`src/rtl/multi_clk_gen.sv`:
```
// N-channel DDS clock/tick generator: per-channel phase accumulators with run-time increments
// that take effect at phase wrap. Define CLK_GEN_PHASE_ALIGN_EN to add the phase_sync input.
module multi_clk_gen #(
    parameter int unsigned                   CHANNELS    = 2,
    parameter int unsigned                   ACC_WIDTH   = 32,
    parameter logic [CHANNELS*ACC_WIDTH-1:0] DEFAULT_INC = {32'd2162516034, 32'd13194140},
    parameter int unsigned                   CHAN_W      = (CHANNELS > 1) ? $clog2(CHANNELS) : 1
) (
    input  logic                 clk_board,
    input  logic                 reset,
    input  logic                 enable,
`ifdef CLK_GEN_PHASE_ALIGN_EN
    input  logic                 phase_sync,
`endif
    input  logic                 cfg_valid,
    output logic                 cfg_ready,
    input  logic [CHAN_W-1:0]    cfg_chan,
    input  logic [ACC_WIDTH-1:0] cfg_inc,
    output logic                 cfg_err,
    output logic [CHANNELS-1:0]  clk_out,
    output logic [CHANNELS-1:0]  tick
);

    logic [CHANNELS-1:0] pending;
    logic                chan_ok;
    logic                cfg_fire;
    logic                sync;
    logic                cfg_err_q;

`ifdef CLK_GEN_PHASE_ALIGN_EN
    assign sync = phase_sync;
`else
    assign sync = 1'b0;
`endif

    assign chan_ok = (32'(cfg_chan) < CHANNELS);

    // Out-of-range requests are always accepted so they can be flagged and dropped.
    always_comb begin
        cfg_ready = 1'b1;
        for (int unsigned c = 0; c < CHANNELS; c++) begin
            if (cfg_chan == CHAN_W'(c)) begin
                cfg_ready = ~pending[c];
            end
        end
    end

    assign cfg_fire = cfg_valid & cfg_ready;

    always_ff @(posedge clk_board or negedge reset) begin
        if (!reset) begin
            cfg_err_q <= 1'b0;
        end else begin
            cfg_err_q <= cfg_fire & ~chan_ok;
        end
    end

    assign cfg_err = cfg_err_q;

    for (genvar c = 0; c < CHANNELS; c++) begin : g_chan
        logic [ACC_WIDTH-1:0] acc_q, acc_d;
        logic [ACC_WIDTH-1:0] inc_q, inc_d;
        logic [ACC_WIDTH-1:0] shadow_q, shadow_d;
        logic                 pending_q, pending_d;
        logic                 clk_q, clk_d;
        logic                 tick_q, tick_d;
        logic [ACC_WIDTH:0]   sum;
        logic                 carry;
        logic                 accept;

        assign sum    = {1'b0, acc_q} + {1'b0, inc_q};
        assign carry  = enable & sum[ACC_WIDTH];
        assign accept = cfg_fire & (cfg_chan == CHAN_W'(c));

        always_comb begin
            acc_d     = acc_q;
            inc_d     = inc_q;
            shadow_d  = shadow_q;
            pending_d = pending_q;
            clk_d     = clk_q;
            tick_d    = 1'b0;
            if (sync) begin
                acc_d = '0;
                clk_d = 1'b0;
                if (pending_q) begin
                    inc_d     = shadow_q;
                    pending_d = 1'b0;
                end
            end else begin
                if (enable) begin
                    acc_d  = sum[ACC_WIDTH-1:0];
                    clk_d  = sum[ACC_WIDTH-1];
                    tick_d = sum[ACC_WIDTH];
                end
                // A stopped or frozen channel never wraps, so swap without waiting.
                if (pending_q && (carry || (inc_q == '0) || !enable)) begin
                    inc_d     = shadow_q;
                    pending_d = 1'b0;
                end
            end
            if (accept) begin
                shadow_d  = cfg_inc;
                pending_d = 1'b1;
            end
        end

        always_ff @(posedge clk_board or negedge reset) begin
            if (!reset) begin
                acc_q     <= '0;
                inc_q     <= DEFAULT_INC[c*ACC_WIDTH +: ACC_WIDTH];
                shadow_q  <= '0;
                pending_q <= 1'b0;
                clk_q     <= 1'b0;
                tick_q    <= 1'b0;
            end else begin
                acc_q     <= acc_d;
                inc_q     <= inc_d;
                shadow_q  <= shadow_d;
                pending_q <= pending_d;
                clk_q     <= clk_d;
                tick_q    <= tick_d;
            end
        end

        assign pending[c] = pending_q;
        assign clk_out[c] = clk_q;
        assign tick[c]    = tick_q;
    end

endmodule

```
`config.mk`:
```
export PLATFORM = sky130hd
export DESIGN_NAME = multi_clk_gen
export DESIGN_NICKNAME = d
export VERILOG_FILES = /design/src/rtl/multi_clk_gen.sv
export SDC_FILE = /design/constraint.sdc
export NUM_CORES = 1
export LEC_CHECK = 0
export ABC_AREA = 1
export BUFFER_PORTS_ARGS = -buffer_cell sky130_fd_sc_hd__buf_2
export CAP_MARGIN = 5
export CORE_UTILIZATION = 55
export DETAILED_ROUTE_END_ITERATION = 8
export PLACE_DENSITY = 0.72
export SLEW_MARGIN = 40
export SYNTH_ARGS = -nofsm -noshare
export SYNTH_HDL_FRONTEND = slang
export SYNTH_SLANG_ARGS = --single-unit
export TNS_END_PERCENT = 5
```
`constraint.sdc`:
```
create_clock -name clk_board -period 5.1 [get_ports clk_board]
set_input_delay 1.53 -clock clk_board [delete_from_list [all_inputs] [get_ports clk_board]]
set_output_delay 1.53 -clock clk_board [all_outputs]
set_load 0.01 [all_outputs]
```
* Word level (Yosys, flattened, before mapping) *
Index checks and enable logic that the tools add are counted.

cells by class
  add/sub/neg operators = 2
  mux-type cells = 7
  bitwise gates (word level) = 8
  reductions and logical operators = 11

operators with widths
  cell               number
  $add 32x32->33     2
  $logic_not 32->1   2
  $mux 1             7
  $and 1x1->1        5
  $logic_or 1x1->1   4
  $reduce_bool 2->1  2
  $not 1->1          3
  $logic_and 1x1->1  2
  $logic_not 1->1    1

storage, ports and cells
  register bits after elaboration = 198
  input bits = 37
  output and inout port bits = 6
  word-level logic and storage cells = 40

* Logic depth before layout (Yosys ltp) *
  depth after elaboration = 7
  depth in mapped cells = 15
  gate-level depth less buffers = 14

* Worst setup path after synthesis *
No wires, ideal clock.

  path kind = input port to output port
  from = input port cfg_chan
  to = output port cfg_ready
  data arrival time = 1.802 ns
  data required time = 3.570 ns
  setup slack = 1.768 ns
  stages = 1
  path buffers = 0
  cell sequence = o21ai_0

between the ends
  cells in the longest elaborated chain, start to end = 1

RTL lines
  what                RTL line  RTL
  start: declaration  17        input logic [CHAN_W-1:0] cfg_chan,
  $mux 1              42        if (cfg_chan == CHAN_W'(c)) begin
  end: declaration    16        output logic cfg_ready,

Every way passes these cells.

* Worst setup path after layout *
Ends and elaborated chain as after synthesis.

==> impl_metrics.env <==
export IMPL_status="completed"
export IMPL_syn_inst=1903
export IMPL_use_met1_pct=36.01
export IMPL_cts_tree="yes"
export IMPL_fin_ws_ns=1.622
export IMPL_synth_distinct_cells=33
export IMPL_dr_pass1_iters=5
export IMPL_drc=0
export IMPL_crit_type="input pin to output port"
export IMPL_cts_clk_slew_worst_paths_ns=0.07
export IMPL_final_util_pct=60.20
export IMPL_area_growth_synth_to_final_pct=7.457
export IMPL_start_kind="input pin"
export IMPL_drt_iter0_markers=610
export IMPL_power_mw=9.114
export IMPL_place_congestion=0.9602
export IMPL_hold_slack_ns=0.4786
export IMPL_vias=11243
export IMPL_p_leak_nw=7.849
export IMPL_yosys_warnings=0
export IMPL_ys_seq_elements=196
export IMPL_hold_depth=2
export IMPL_setup_worst_path_end_class="output port"
export IMPL_cp_max_fo=4
export IMPL_postRouteAntennaNets=0
export IMPL_wirelength_um=30860
export IMPL_synth_top_flop_cell="dfrtp_1"
export IMPL_antenna_found_initial=0
export IMPL_initial_core_util_pct=56.03
export IMPL_synthesis_nets=2006
export IMPL_portBuffers=41
export IMPL_required_ns=3.57
export IMPL_timing_fmax_mhz=287.6
export IMPL_slew_violations=0
export IMPL_grtUsageMet2_pct=48.01
export IMPL_finalCritPeriodShare_pct=68.19
export IMPL_rows=55
export IMPL_antenna_diode_count=0
export IMPL_setup_viol=0
export IMPL_worstReg2RegStart="g_chan[1].inc_q[0]"
export IMPL_pin_count=43
export IMPL_worst_ep_arrival_time_ns=1.95
export IMPL_fin_nets=2021
export IMPL_cts_hold_buf=0
export IMPL_cts_buffers=17
export IMPL_clock_skew_ns=0.01445
export IMPL_r2r_slack_ns=2.20
export IMPL_synth_area_leader_cell="dfrtp_1"
export IMPL_synthTopCellsByArea="dfrtp_1 (34%), nand2_1 (24%), inv_1 (8.8%)"
export IMPL_grt_pass1_wl_um=52030
export IMPL_r2r_worst_path_cells=13
export IMPL_rr_endpoint="g_chan[1].inc_q[23]"
export IMPL_overflow=0
export IMPL_wl_per_cell_um=13.93
export IMPL_die_w_um=153.9
export IMPL_fin_setup_tns_ns=0
export IMPL_use_met3_pct=3.213
export IMPL_vias_per_cell=5.074
export IMPL_yosys_top_cells_count="nand2_1 (799), inv_1 (298), dfrtp_1 (174)"
export IMPL_htree_num_levels=4
export IMPL_coreArea_um2=22640
export IMPL_chipHeight_um=153.9
export IMPL_powerDensity_nw_per_um2=668.7
export IMPL_syn_avg_cell_area_um2=6.666
export IMPL_holdCritPathClass="flop to flop"
export IMPL_insertion_delay_ns=0.44
export IMPL_top_usage_layer="met2"
export IMPL_cts_resized=0
export IMPL_root_buffer="clkbuf_16"
export IMPL_clkSinkCount=196
export IMPL_slew_headroom_pct=59.83
export IMPL_synth_edf_count=0
export IMPL_hpwlAfterDp_um=23130
export IMPL_hold_viol_final=0
export IMPL_hold_start="g_chan[1].inc_q[14]"
export IMPL_cts_setup_buffers=0
export IMPL_grt_max_degree=112
export IMPL_cts_buffer_depth=2
export IMPL_ys_async_sr_fraction_pct=100.0
export IMPL_ir_worst_vdd_v=0.0003405
export IMPL_nFillCells=2176
export IMPL_synth_top_area_share_pct=34.33
export IMPL_synth_most_common_cell="nand2_1"
export IMPL_grt_pass1_vias=10939
export IMPL_rsz0062_at_grt="false"
export IMPL_fin_crit_ns=3.478
export IMPL_die_area_um2=23670
export IMPL_grt_usage_pct=27.61
export IMPL_max_cap_violations=0
export IMPL_ys_seq_area_share_pct=38.88
export IMPL_drive_gt1_share_pct=6.422
export IMPL_whs_endpoint="g_chan[1].inc_q[14]"
export IMPL_dp_slack_ns=1.635
export IMPL_synthesis_area_um2=12680
export IMPL_worst_pin_slew_ns=0.6025
[flip-flops by register name (all words and copies together) (netlist names)]
signal            cells
g_chan.shadow_q      64
g_chan.inc_q         64
g_chan.pending_q      2
g_chan.tick_q         2
g_chan.acc_q         64
[metrics by stage]
stage,std cells,cell area (µm²)
after global placement,2184,13040
after CTS,2216,13630
final,2216,13630
after detailed placement,2184,13060
after floorplan,1903,12680
after global routing,2216,13630
[power by group]
part           internal, mW  switching, mW
logic                  1.78           3.21
clock network         0.651          0.678
registers              2.28          0.508
total                  4.71           4.40
[cells by family (layout without fill, tap and decap cells)]
| kind of cell | Yosys count | after routing | share of synthesized area (%) |
|---|---|---|---|
| buffers and inverters | 352 | 380 | 11.15 |
| adder cells (fa/ha/maj) | 66 | 66 | 6.629 |
| flip-flops | 196 | 196 | 38.88 |
| XOR/XNOR | 23 | 23 | 1.588 |
| AO/OA/AOI/OAI | 142 | 142 | 5.780 |
| AND/OR/NAND/NOR | 1123 | 1123 | 35.94 |
| other | 1 | 1 | 0.02956 |
[routing by layer]
metal | part of all wire, % | vias to the layer above
met5 | 0 | -
met4 | 2.3 | 0
met3 | 3.4 | 43
met2 | 48 | 177
met1 | 46 | 5181
li1 | - | 5842
[critical path, cell delays in order]
cell and delay [ns]:
buf_2 0.13, o21ai_0 0.14, buf_2 0.15
[placed cells by master (no fill, tap or decap), drive strengths merged, types with 41 or more instances in the layout]
cell type  count
a21oi         41
buf           48
dfrtp        174
ha            64
inv          304
nand2        806
nand3        146
nor2         130
o21ai         95
[how the worst max path moves through the flow]
stage	from	endpoint	depth (start not counted)
after CTS	cfg_chan	cfg_ready	3
final	cfg_chan	cfg_ready	3
after floorplan	cfg_chan	cfg_ready	1
after global placement	cfg_chan	cfg_ready	3
after global routing	cfg_chan	cfg_ready	3
after detailed placement	cfg_chan	cfg_ready	3
[final cells by class]
type	count	area, µm²	share of cell area [%]
flip-flops and latches	196	4932	36.18
inverters	299	1122	8.234
multi-input cells	1355	6351	46.59
clock buffers	18	429.2	3.149
clock inverters	14	141.4	1.037
well taps	285	356.6	2.616
repair buffers	49	297.8	2.185
(Power assumes the default switching activity.)
